$ cat src/rtl/dma_pkg.sv
`default_nettype none
// +----------------------------------------------------------------------+
// | Module      : dma_pkg                                                |
// | Description : Shared definitions for the DMA read/write engines:     |
// |               FSM state encoding, memory command codes and a clog2   |
// |               helper for sizing counters and pointers.               |
// | Revision    : 1.0 - initial release                                  |
// +----------------------------------------------------------------------+
package dma_pkg;

    // FSM state encoding
    localparam logic [2:0] c_IDLE  = 3'd0;
    localparam logic [2:0] c_RUN   = 3'd1;
    localparam logic [2:0] c_WDATA = 3'd2;
    localparam logic [2:0] c_CMD   = 3'd3;
    localparam logic [2:0] c_FIN   = 3'd4;

    // Memory port command code for a write
    localparam logic [2:0] CMD_WR = 3'b000;

    // Smallest r such that 2**r >= value
    function automatic int clog2(input int value);
        int r;
        r = 0;
        for (int i = 0; i < 31; i++) begin
            if ((1 << i) < value) begin
                r = i + 1;
            end
        end
        return r;
    endfunction

endpackage
`default_nettype wire

$ cat src/rtl/dma_wr_if.sv
`default_nettype none
// +----------------------------------------------------------------------+
// | Module      : dma_wr_if                                              |
// | Description : Element stream input plus MIG-style command/write-data |
// |               port of the write-back DMA. master = DMA side,         |
// |               slave = producer/memory side.                          |
// | Revision    : 1.0 - initial release                                  |
// +----------------------------------------------------------------------+
interface dma_wr_if #(
    parameter int DATA_W = 16,
    parameter int MEM_W  = 32,
    parameter int ADDR_W = 30
) ();
    logic [DATA_W-1:0]  s_data;
    logic               s_valid;
    logic               s_ready;
    logic               mem_cmd_en;
    logic [2:0]         mem_cmd_instr;
    logic [5:0]         mem_cmd_bl;
    logic [ADDR_W-1:0]  mem_cmd_addr;
    logic               mem_cmd_full;
    logic               mem_wr_en;
    logic [MEM_W-1:0]   mem_wr_data;
    logic [MEM_W/8-1:0] mem_wr_mask;
    logic               mem_wr_full;

    modport master (
        input  s_data, s_valid, mem_cmd_full, mem_wr_full,
        output s_ready, mem_cmd_en, mem_cmd_instr, mem_cmd_bl, mem_cmd_addr,
               mem_wr_en, mem_wr_data, mem_wr_mask
    );

    modport slave (
        output s_data, s_valid, mem_cmd_full, mem_wr_full,
        input  s_ready, mem_cmd_en, mem_cmd_instr, mem_cmd_bl, mem_cmd_addr,
               mem_wr_en, mem_wr_data, mem_wr_mask
    );
endinterface
`default_nettype wire

$ cat src/rtl/dma_wr_fifo.sv
`default_nettype none
// +----------------------------------------------------------------------+
// | Module      : dma_wr_fifo                                            |
// | Description : Synchronous show-ahead FIFO holding packed words with  |
// |               their byte masks; exposes an occupancy count.          |
// | Revision    : 1.0 - initial release                                  |
// +----------------------------------------------------------------------+
module dma_wr_fifo
    import dma_pkg::*;
#(
    parameter int WIDTH = 36,
    parameter int DEPTH = 64,
    localparam int c_PTR_W = (DEPTH > 1) ? clog2(DEPTH) : 1,
    localparam int c_CNT_W = clog2(DEPTH) + 1
) (
    input  logic               clk,
    input  logic               rst,
    input  logic               push,
    input  logic [WIDTH-1:0]   din,
    input  logic               pop,
    output logic [WIDTH-1:0]   dout,
    output logic               full,
    output logic [c_CNT_W-1:0] count
);

    logic [WIDTH-1:0]   r_mem [DEPTH];
    logic [c_PTR_W-1:0] r_wr_ptr;
    logic [c_PTR_W-1:0] r_rd_ptr;
    logic [c_CNT_W-1:0] r_count;
    logic               w_push_ok;
    logic               w_pop_ok;

    assign full      = (r_count == c_CNT_W'(DEPTH));
    assign w_push_ok = push && !full;
    assign w_pop_ok  = pop && (r_count != '0);
    assign dout      = r_mem[r_rd_ptr];
    assign count     = r_count;

    // Storage write; contents need no reset since pointers define validity
    always_ff @(posedge clk) begin
        if (w_push_ok) begin
            r_mem[r_wr_ptr] <= din;
        end
    end

    // Pointer and occupancy bookkeeping; simultaneous push/pop keeps count
    always_ff @(posedge clk) begin
        if (rst) begin
            r_wr_ptr <= '0;
            r_rd_ptr <= '0;
            r_count  <= '0;
        end else begin
            if (w_push_ok) begin
                r_wr_ptr <= (r_wr_ptr == c_PTR_W'(DEPTH - 1)) ? '0 : r_wr_ptr + 1'b1;
            end
            if (w_pop_ok) begin
                r_rd_ptr <= (r_rd_ptr == c_PTR_W'(DEPTH - 1)) ? '0 : r_rd_ptr + 1'b1;
            end
            case ({w_push_ok, w_pop_ok})
                2'b10:   r_count <= r_count + 1'b1;
                2'b01:   r_count <= r_count - 1'b1;
                default: r_count <= r_count;
            endcase
        end
    end

endmodule
`default_nettype wire

$ cat src/rtl/dma_wr.sv
`default_nettype none
// +----------------------------------------------------------------------+
// | Module      : dma_wr                                                 |
// | Description : Write-back DMA. Packs fp16 result elements into memory |
// |               words, buffers them and writes them out in bursts      |
// |               (data first, then command) over a MIG-style port.      |
// |               Optional macro DMA_WR_PERF_CNT_EN adds perf_cycles,    |
// |               a saturating count of busy cycles per job.             |
// | Revision    : 1.0 - initial release                                  |
// +----------------------------------------------------------------------+
module dma_wr
    import dma_pkg::*;
#(
    parameter int DATA_W     = 16,
    parameter int MEM_W      = 32,
    parameter int ADDR_W     = 30,
    parameter int BURST_LEN  = 16,
    parameter int FIFO_DEPTH = 64
) (
    input  logic              clk,
    input  logic              rst,
    input  logic              start,
    input  logic [ADDR_W-1:0] base_addr,
    input  logic [23:0]       len,
    output logic              busy,
    output logic              done,
`ifdef DMA_WR_PERF_CNT_EN
    output logic [31:0]       perf_cycles,
`endif
    dma_wr_if.master          bus
);

    localparam int c_PACK       = MEM_W / DATA_W;
    localparam int c_BYTES      = MEM_W / 8;
    localparam int c_LANE_BYTES = DATA_W / 8;
    localparam int c_LANE_W     = (c_PACK > 1) ? clog2(c_PACK) : 1;
    localparam int c_CNT_W      = clog2(FIFO_DEPTH) + 1;
    localparam int c_FW         = MEM_W + c_BYTES;

    logic [2:0]          r_state;
    logic [2:0]          w_next_state;
    logic [ADDR_W-1:0]   r_cur_addr;
    logic [23:0]         r_elems_left;
    logic [23:0]         r_words_total;
    logic [23:0]         r_words_issued;
    logic [MEM_W-1:0]    r_pack_data;
    logic [c_LANE_W-1:0] r_lane;
    logic [6:0]          r_burst_n;
    logic [6:0]          r_burst_cnt;
    logic                r_zero_done;

    logic [c_CNT_W-1:0]  w_fifo_count;
    logic                w_fifo_full;
    logic [c_FW-1:0]     w_fifo_dout;
    logic                w_s_ready;
    logic                w_accept;
    logic                w_word_done;
    logic                w_push;
    logic                w_pop;
    logic                w_cmd_en;
    logic                w_burst_go;
    logic [6:0]          w_burst_n;
    logic                w_start_job;
    logic [24:0]         w_words_calc;
    logic [MEM_W-1:0]    w_pack_next;
    logic [c_BYTES-1:0]  w_mask;

    assign w_start_job  = (r_state == c_IDLE) && start && (len != 24'd0);
    assign w_words_calc = ({1'b0, len} + 25'(c_PACK - 1)) / 25'(c_PACK);
    assign w_s_ready    = busy && !w_fifo_full && (r_elems_left != 24'd0);
    assign w_accept     = bus.s_valid && w_s_ready;
    assign w_word_done  = (r_lane == c_LANE_W'(c_PACK - 1)) || (r_elems_left == 24'd1);
    assign w_push       = w_accept && w_word_done;
    assign w_burst_go   = (w_fifo_count >= c_CNT_W'(BURST_LEN)) ||
                          ((r_elems_left == 24'd0) && (w_fifo_count != '0));
    assign w_burst_n    = (w_fifo_count >= c_CNT_W'(BURST_LEN)) ? 7'(BURST_LEN) : 7'(w_fifo_count);

    // Insert the incoming element into its lane and mask off the lanes still empty
    always_comb begin
        w_pack_next = r_pack_data;
        w_mask      = '0;
        for (int l = 0; l < c_PACK; l++) begin
            if (r_lane == c_LANE_W'(l)) begin
                w_pack_next[l*DATA_W +: DATA_W] = bus.s_data;
            end
            if (c_LANE_W'(l) > r_lane) begin
                w_mask[l*c_LANE_BYTES +: c_LANE_BYTES] = {c_LANE_BYTES{1'b1}};
            end
        end
    end

    dma_wr_fifo #(
        .WIDTH (c_FW),
        .DEPTH (FIFO_DEPTH)
    ) u_fifo (
        .clk   (clk),
        .rst   (rst),
        .push  (w_push),
        .din   ({w_mask, w_pack_next}),
        .pop   (w_pop),
        .dout  (w_fifo_dout),
        .full  (w_fifo_full),
        .count (w_fifo_count)
    );

    // FSM state register
    always_ff @(posedge clk) begin
        if (rst) begin
            r_state <= c_IDLE;
        end else begin
            r_state <= w_next_state;
        end
    end

    // FSM next-state logic
    always_comb begin
        w_next_state = r_state;
        case (r_state)
            c_IDLE:  if (w_start_job) w_next_state = c_RUN;
            c_RUN:   if (w_burst_go) w_next_state = c_WDATA;
            c_WDATA: if (w_pop && (r_burst_cnt == r_burst_n - 7'd1)) w_next_state = c_CMD;
            c_CMD: begin
                if (!bus.mem_cmd_full) begin
                    w_next_state = (r_words_issued + 24'(r_burst_n) == r_words_total) ? c_FIN : c_RUN;
                end
            end
            c_FIN:   w_next_state = c_IDLE;
            default: w_next_state = c_IDLE;
        endcase
    end

    // FSM outputs: status flags and memory-port strobes
    always_comb begin
        busy     = (r_state == c_RUN) || (r_state == c_WDATA) || (r_state == c_CMD);
        done     = (r_state == c_FIN) || r_zero_done;
        w_pop    = (r_state == c_WDATA) && !bus.mem_wr_full && (r_burst_cnt != r_burst_n);
        w_cmd_en = (r_state == c_CMD) && !bus.mem_cmd_full;
    end

    // Job registers: latch on start, pack elements, track bursts and address
    always_ff @(posedge clk) begin
        if (rst) begin
            r_cur_addr     <= '0;
            r_elems_left   <= '0;
            r_words_total  <= '0;
            r_words_issued <= '0;
            r_pack_data    <= '0;
            r_lane         <= '0;
            r_burst_n      <= '0;
            r_burst_cnt    <= '0;
            r_zero_done    <= 1'b0;
        end else begin
            r_zero_done <= (r_state == c_IDLE) && start && (len == 24'd0);
            if (w_start_job) begin
                r_cur_addr     <= base_addr;
                r_elems_left   <= len;
                r_words_total  <= w_words_calc[23:0];
                r_words_issued <= '0;
                r_pack_data    <= '0;
                r_lane         <= '0;
            end else begin
                if (w_accept) begin
                    r_elems_left <= r_elems_left - 24'd1;
                    if (w_word_done) begin
                        r_pack_data <= '0;
                        r_lane      <= '0;
                    end else begin
                        r_pack_data <= w_pack_next;
                        r_lane      <= r_lane + 1'b1;
                    end
                end
                if ((r_state == c_RUN) && w_burst_go) begin
                    r_burst_n   <= w_burst_n;
                    r_burst_cnt <= '0;
                end else if (w_pop) begin
                    r_burst_cnt <= r_burst_cnt + 7'd1;
                end
                if (w_cmd_en) begin
                    r_cur_addr     <= r_cur_addr + ADDR_W'(r_burst_n) * ADDR_W'(c_BYTES);
                    r_words_issued <= r_words_issued + 24'(r_burst_n);
                end
            end
        end
    end

    assign bus.s_ready       = w_s_ready;
    assign bus.mem_wr_en     = w_pop;
    assign bus.mem_wr_data   = w_pop ? w_fifo_dout[MEM_W-1:0] : '0;
    assign bus.mem_wr_mask   = w_pop ? w_fifo_dout[c_FW-1:MEM_W] : '0;
    assign bus.mem_cmd_en    = w_cmd_en;
    assign bus.mem_cmd_instr = CMD_WR;
    assign bus.mem_cmd_bl    = w_cmd_en ? 6'(r_burst_n - 7'd1) : '0;
    assign bus.mem_cmd_addr  = w_cmd_en ? r_cur_addr : '0;

`ifdef DMA_WR_PERF_CNT_EN
    logic [31:0] r_perf_cycles;

    // Busy-cycle counter: cleared on an accepted start, saturates, holds after done
    always_ff @(posedge clk) begin
        if (rst) begin
            r_perf_cycles <= '0;
        end else if ((r_state == c_IDLE) && start) begin
            r_perf_cycles <= '0;
        end else if (busy && (r_perf_cycles != 32'hFFFF_FFFF)) begin
            r_perf_cycles <= r_perf_cycles + 32'd1;
        end
    end

    assign perf_cycles = r_perf_cycles;
`endif

endmodule
`default_nettype wire
$ cat src/flat_wrapper.sv
// flat-port wrapper written by rule: the top's interface ports become plain ports
module dma_wr_flat import dma_pkg::*;
#(
    parameter int DATA_W     = 16,
    parameter int MEM_W      = 32,
    parameter int ADDR_W     = 30,
    parameter int BURST_LEN  = 16,
    parameter int FIFO_DEPTH = 64
)
  (clk, rst, start, base_addr, len, busy, done, bus_s_data, bus_s_valid, bus_mem_cmd_full, bus_mem_wr_full, bus_s_ready, bus_mem_cmd_en, bus_mem_cmd_instr, bus_mem_cmd_bl, bus_mem_cmd_addr, bus_mem_wr_en, bus_mem_wr_data, bus_mem_wr_mask);
  dma_wr_if #(.DATA_W(DATA_W), .MEM_W(MEM_W), .ADDR_W(ADDR_W)) bus_i ();
  input  logic clk;
  input  logic rst;
  input  logic start;
  input  logic [ADDR_W-1:0] base_addr;
  input  logic [23:0] len;
  output logic busy;
  output logic done;
  input wire logic [$bits(bus_i.s_data)-1:0] bus_s_data;
  input wire logic [$bits(bus_i.s_valid)-1:0] bus_s_valid;
  input wire logic [$bits(bus_i.mem_cmd_full)-1:0] bus_mem_cmd_full;
  input wire logic [$bits(bus_i.mem_wr_full)-1:0] bus_mem_wr_full;
  output wire logic [$bits(bus_i.s_ready)-1:0] bus_s_ready;
  output wire logic [$bits(bus_i.mem_cmd_en)-1:0] bus_mem_cmd_en;
  output wire logic [$bits(bus_i.mem_cmd_instr)-1:0] bus_mem_cmd_instr;
  output wire logic [$bits(bus_i.mem_cmd_bl)-1:0] bus_mem_cmd_bl;
  output wire logic [$bits(bus_i.mem_cmd_addr)-1:0] bus_mem_cmd_addr;
  output wire logic [$bits(bus_i.mem_wr_en)-1:0] bus_mem_wr_en;
  output wire logic [$bits(bus_i.mem_wr_data)-1:0] bus_mem_wr_data;
  output wire logic [$bits(bus_i.mem_wr_mask)-1:0] bus_mem_wr_mask;
  assign bus_i.s_data = bus_s_data;
  assign bus_i.s_valid = bus_s_valid;
  assign bus_i.mem_cmd_full = bus_mem_cmd_full;
  assign bus_i.mem_wr_full = bus_mem_wr_full;
  assign bus_s_ready = bus_i.s_ready;
  assign bus_mem_cmd_en = bus_i.mem_cmd_en;
  assign bus_mem_cmd_instr = bus_i.mem_cmd_instr;
  assign bus_mem_cmd_bl = bus_i.mem_cmd_bl;
  assign bus_mem_cmd_addr = bus_i.mem_cmd_addr;
  assign bus_mem_wr_en = bus_i.mem_wr_en;
  assign bus_mem_wr_data = bus_i.mem_wr_data;
  assign bus_mem_wr_mask = bus_i.mem_wr_mask;
  dma_wr #(.DATA_W(DATA_W), .MEM_W(MEM_W), .ADDR_W(ADDR_W), .BURST_LEN(BURST_LEN), .FIFO_DEPTH(FIFO_DEPTH)) u_core (.clk(clk), .rst(rst), .start(start), .base_addr(base_addr), .len(len), .busy(busy), .done(done), .bus(bus_i));
endmodule
$ cat config.mk
export PLATFORM = sky130hd
export DESIGN_NAME = dma_wr_flat
export DESIGN_NICKNAME = d
export VERILOG_FILES = /design/src/rtl/dma_pkg.sv /design/src/rtl/dma_wr_if.sv /design/src/rtl/dma_wr_fifo.sv /design/src/rtl/dma_wr.sv /design/src/flat_wrapper.sv
export SDC_FILE = /design/constraint.sdc
export NUM_CORES = 2
export LEC_CHECK = 0
export BUFFER_PORTS_ARGS = -buffer_cell sky130_fd_sc_hd__buf_4
export CELL_PAD_IN_SITES_DETAIL_PLACEMENT = 2
export CELL_PAD_IN_SITES_GLOBAL_PLACEMENT = 2
export CORE_ASPECT_RATIO = 1.2
export CORE_MARGIN = 2
export CORE_UTILIZATION = 54
export DETAILED_ROUTE_END_ITERATION = 12
export PLACE_DENSITY_LB_ADDON = 0.1
export SETUP_SLACK_MARGIN = 0.5
export SKIP_CTS_REPAIR_TIMING = 1
export SYNTH_ARGS = -nofsm -noshare
export SYNTH_HDL_FRONTEND = slang
export SYNTH_SLANG_ARGS = --single-unit
$ cat constraint.sdc
create_clock -name clk -period 11.4 [get_ports clk]
set_input_delay 2.28 -clock clk [delete_from_list [all_inputs] [get_ports clk]]
set_output_delay 2.28 -clock clk [all_outputs]
set_load 0.02 [all_outputs]
==> reports/metrics.cfg, run 1 <==
[logic_synthesis]
yosys.area.top_type_share_pct = 70.1
synthFlopType = edfxtp_1
async_flop_share_pct = 0
synth_top_cell_by_area = edfxtp_1
synth_cell_type_count = 72
synth_cells = 4346
synth_area_leaders = edfxtp_1 70%, mux4_2 17%, dfxtp_1 3.9%
ys_ff_latch = 2290
ys_warn_count = 0
netlist_area_um2 = 90400
avgSynthCellArea_um2 = 20.8
synth_edf_count = 2112
ys_seq_area_share_pct = 74.1

[floorplan]
fp-row-count = 164
io-pin-count = 156
start_util_pct = 54.3
die_h_um = 452
die_w_um = 378

[placement]
dp_hpwl_um = 203000
place_congestion = 0.827
portBuffers = 150

[outcome]
error = [ERROR DPL-0033] detailed placement checks failed during check placement.
status = stopped before the end
haltStage = detailed placement (3_5_place_dp)

-- Yosys cell counts, drive strengths merged, types with 36 or more instances --
library cell / count
and2: 40
mux4: 690
buf: 84
mux2: 36
a22oi: 37
nand2: 98
nor2: 250
xor2: 60
nor2b: 40
edfxtp: 2112
clkbuf: 164
xnor2: 53
dfxtp: 178
nor3: 37
a21oi: 56
nand3: 61
a211oi: 50
-- metrics by stage --
stage          instance area [um2]  instances
2_1_floorplan                90400       4350
3_3_place_gp                 94800       6598
-- cell families after synthesis --
kind of cell             synth area share [%]
AND/OR/NAND/NOR                          3.41
multiplexers                             17.7
adder cells (fa/ha/maj)                 0.454
AO/OA/AOI/OAI                            1.98
other                                 0.00415
flip-flops                               74.1
XOR/XNOR                                 1.09
buffers and inverters                    1.23
==> inputs of run 2 (changes only) <==
--- a/config.mk
+++ b/config.mk
@@ -6,14 +6,10 @@
 export NUM_CORES = 2
 export LEC_CHECK = 0
 export BUFFER_PORTS_ARGS = -buffer_cell sky130_fd_sc_hd__buf_4
-export CELL_PAD_IN_SITES_DETAIL_PLACEMENT = 2
-export CELL_PAD_IN_SITES_GLOBAL_PLACEMENT = 2
-export CORE_ASPECT_RATIO = 1.2
 export CORE_MARGIN = 2
-export CORE_UTILIZATION = 54
+export CORE_UTILIZATION = 40
 export DETAILED_ROUTE_END_ITERATION = 12
-export PLACE_DENSITY_LB_ADDON = 0.1
-export SETUP_SLACK_MARGIN = 0.5
+export PLACE_DENSITY_LB_ADDON = 0.15
 export SKIP_CTS_REPAIR_TIMING = 1
 export SYNTH_ARGS = -nofsm -noshare
 export SYNTH_HDL_FRONTEND = slang
==> run 2 against run 1 <==
  * The flow now finishes without violations
  * Synthesized area unchanged
  * Synthesized cell count unchanged
==> reports/metrics.cfg, run 2 <==
[sta]
drv_slew = 0
fin_skew_ns = 0.0389
rsz0062_at_grt = false
tightest_slew_ns = 1.31
finalSetupViolCount = 0
min_period_over_period_pct = 66.4
max_freq_mhz = 132
hold_viol = 0
worst_slack_ns = 3.83
slew_headroom_pct = 12.8
fin_setup_tns_ns = 0
hold_slack_ns = 0.451
fin_crit_ns = 7.57

[worst_setup_path]
path_depth = 7
crit_family = multiplexers
worst-path-buf-inv = 3
worst-path-max-fanout = 79
r2r_start = u_core.r_elems_left[16]
worstPathArrival_ns = 5.29
r2r-end = u_core.u_fifo.r_mem[32][5]
cpPeakStageDelay_ns = 0.78
reg2reg_depth = 10
critPathKind = reg2out
r2r_slack_ns = 5.91
cp-end-kind = output pin
critPathCapture = bus_mem_wr_data[31]
slowest_stage = dfxtp_4
critPathRequiredTime_ns = 9.12
start_kind = flop
cp_common_cell = mux4_2
path_cells = buf_12, buf_4, mux4_2, mux4_2, mux4_2, nor2b_1, buf_4

[final_layout]
final_common_cell = edfxtp_1
drive_gt1_share_pct = 29.5
syn_to_final_growth_pct = 14.5
largest_register = u_core.u_fifo.r_mem
largest_register_ffs = 2112
final_nets = 4721
fill_cells = 18800
reg_top3 = u_core.u_fifo.r_mem x2112, u_core.r_pack_data x32, u_core.r_cur_addr x30
stdcell_area_um2 = 104000
layout_common_cells = 2,112 x edfxtp_1, 690 x mux4_2, 268 x buf_4

[clock_network]
clockBufferDepth = 3
tritoncts = done
htree_num_levels = 4
cts_root_buffer = clkbuf_16
numCtsBuffers = 233
clk_pin_slew_ns = 0.06
clkSinkCount = 2290
clk_latency_ns = 0.88

[pwr]
powerDensity_nw_per_um2 = 166
power_frac_comb_pct = 1.8
seqPwrFrac_pct = 53.7
pwr-share-clk_pct = 44.5
intPower_uw = 13600
p_leak_uw = 0.0296
p_sw_share_pct = 20.7
ir_drop_uv = 120
p_sw_uw = 3560
p_total_uw = 17200

[placement]
placed_cell_area_um2 = 95900
dp_slack_ns = 4.62
dp_hpwl_um = 141000  ; was 203,000 um
place_congestion = 0.785  ; was 0.827
portBuffers = 150  ; unchanged

[logic_synthesis]
synth_area_leaders = edfxtp_1 70%, mux4_2 17%, dfxtp_1 3.9%  ; unchanged
ys_warn_count = 0  ; unchanged
netlist_area_um2 = 90400  ; unchanged
synthFlopType = edfxtp_1  ; unchanged
synthTopCellsByCount = 2,112 x edfxtp_1, 690 x mux4_2, 248 x nor2_1, 178 x dfxtp_1, 164 x clkbuf_1  ; unchanged
synth.most_common_cell = edfxtp_1  ; unchanged
ys_ff_latch = 2290  ; unchanged
synth_cells = 4346  ; unchanged
ys_seq_area_share_pct = 74.1  ; unchanged
async_flop_share_pct = 0  ; unchanged
avgSynthCellArea_um2 = 20.8  ; unchanged
synth_cell_type_count = 72  ; unchanged
synth_edf_count = 2112  ; unchanged
synth_top_cell_by_area = edfxtp_1  ; unchanged
yosys.area.top_type_share_pct = 70.1  ; unchanged

[floorplan]
io-pin-count = 156  ; unchanged
die_h_um = 479  ; was 452 um
fp-row-count = 174  ; was 164
die_w_um = 479  ; was 378 um
dieArea_um2 = 230000
core_um2 = 225000
start_util_pct = 40.2  ; was 54.3%

[global_route]
grt_max_degree = 141
grt_pass1_vias = 45600
grt_antenna_before_repair = 28
grt_use_total_pct = 22.3
grt_pass1_wl_um = 360000
grt_overflow = 0

[detailed_routing]
drc_errors = 0
postRouteAntennaNets = 0
drtPass1Iterations = 6
vias = 45600
drt_iter0_drc = 5648
drt-total-wl_um = 258000
wl_per_cell_um = 33.0
vias_per_cell = 5.84

[outcome]
status = completed  ; was stopped before the end

[min_path]
hp-class = reg2reg

[job]
drv_cap = 0

==> run 2: cell counts after synthesis <==
Identical to the previous run, type by type.
==> run 2: worst min path at each step <==
| stage | from | endpoint | slack, ns | cells after the start |
|---|---|---|---|---|
| finish | u_core.r_cur_addr[1] | u_core.r_cur_addr[1] | 0.45 | 2 |
| global route | u_core.r_cur_addr[1] | u_core.r_cur_addr[1] | 0.47 | 2 |
| CTS | u_core.r_cur_addr[1] | u_core.r_cur_addr[1] | 0.45 | 2 |
| detailed placement | u_core.r_cur_addr[1] | u_core.r_cur_addr[1] | 0.45 | 2 |
| global placement | u_core.r_cur_addr[1] | u_core.r_cur_addr[1] | 0.44 | 2 |
| floorplan | u_core.r_cur_addr[0] | u_core.r_cur_addr[0] | 0.43 | 2 |
==> run 2: worst min-delay path: cells and delay by family (launching register included) <==
kind            cells  cell delay [ns]
compound gates      1             0.05
flops               1             0.30
simple gates        1             0.05
==> run 2: cell families after synthesis <==
kind of cell	synth area share, %
DFF	74.1
muxes	17.7
and+or+nand+nor	3.41
buffers and inverters	1.23
AOI/OAI and AO/OA	1.98
xor gates and xnor gates	1.09
adders and majority gates	0.454
other	0.00415
==> run 2: layout make-up <==
cell class	count	area (um2)	area share, %
clock inverter	146	1530	1.48
timing repair buffer	277	2190	2.12
multi-input combinational	1781	22800	22.1
antenna	6	15.0	0.0145
sequential	2290	67000	64.7
inverter	31	116	0.112
tap	2992	3740	3.62
clock buffer	292	6070	5.87
==> run 2: power by group through the flow <==
stage	combinational (uW)	clock, uW	sequential (uW)
3_5_place_dp	315	0	9390
3_3_place_gp	305	0	9390
5_1_grt	345	8100	9210
4_1_cts	315	7770	9210
2_1_floorplan	182	0	9380
6_report	314	7630	9220
==> run 2: routing by layer <==
metal | up-vias | global-route usage, % | routed length, um
li1 | 18700 | - | -
met1 | 24900 | 31.4 | 108000
met2 | 1783 | 36.5 | 126000
met3 | 319 | 3.72 | 17900
met4 | 4 | 5.55 | 5770
met5 | - | 0 | 27
==> run 2: metrics by stage <==
step                      util [%]  cells
after floorplan                  -   4350
final                         46.1   7815
after global routing          46.1   7812
after CTS                     46.1   7809
after detailed placement      42.7   7371
after global placement        42.7   7371
Power figures use the tool's default switching activity.
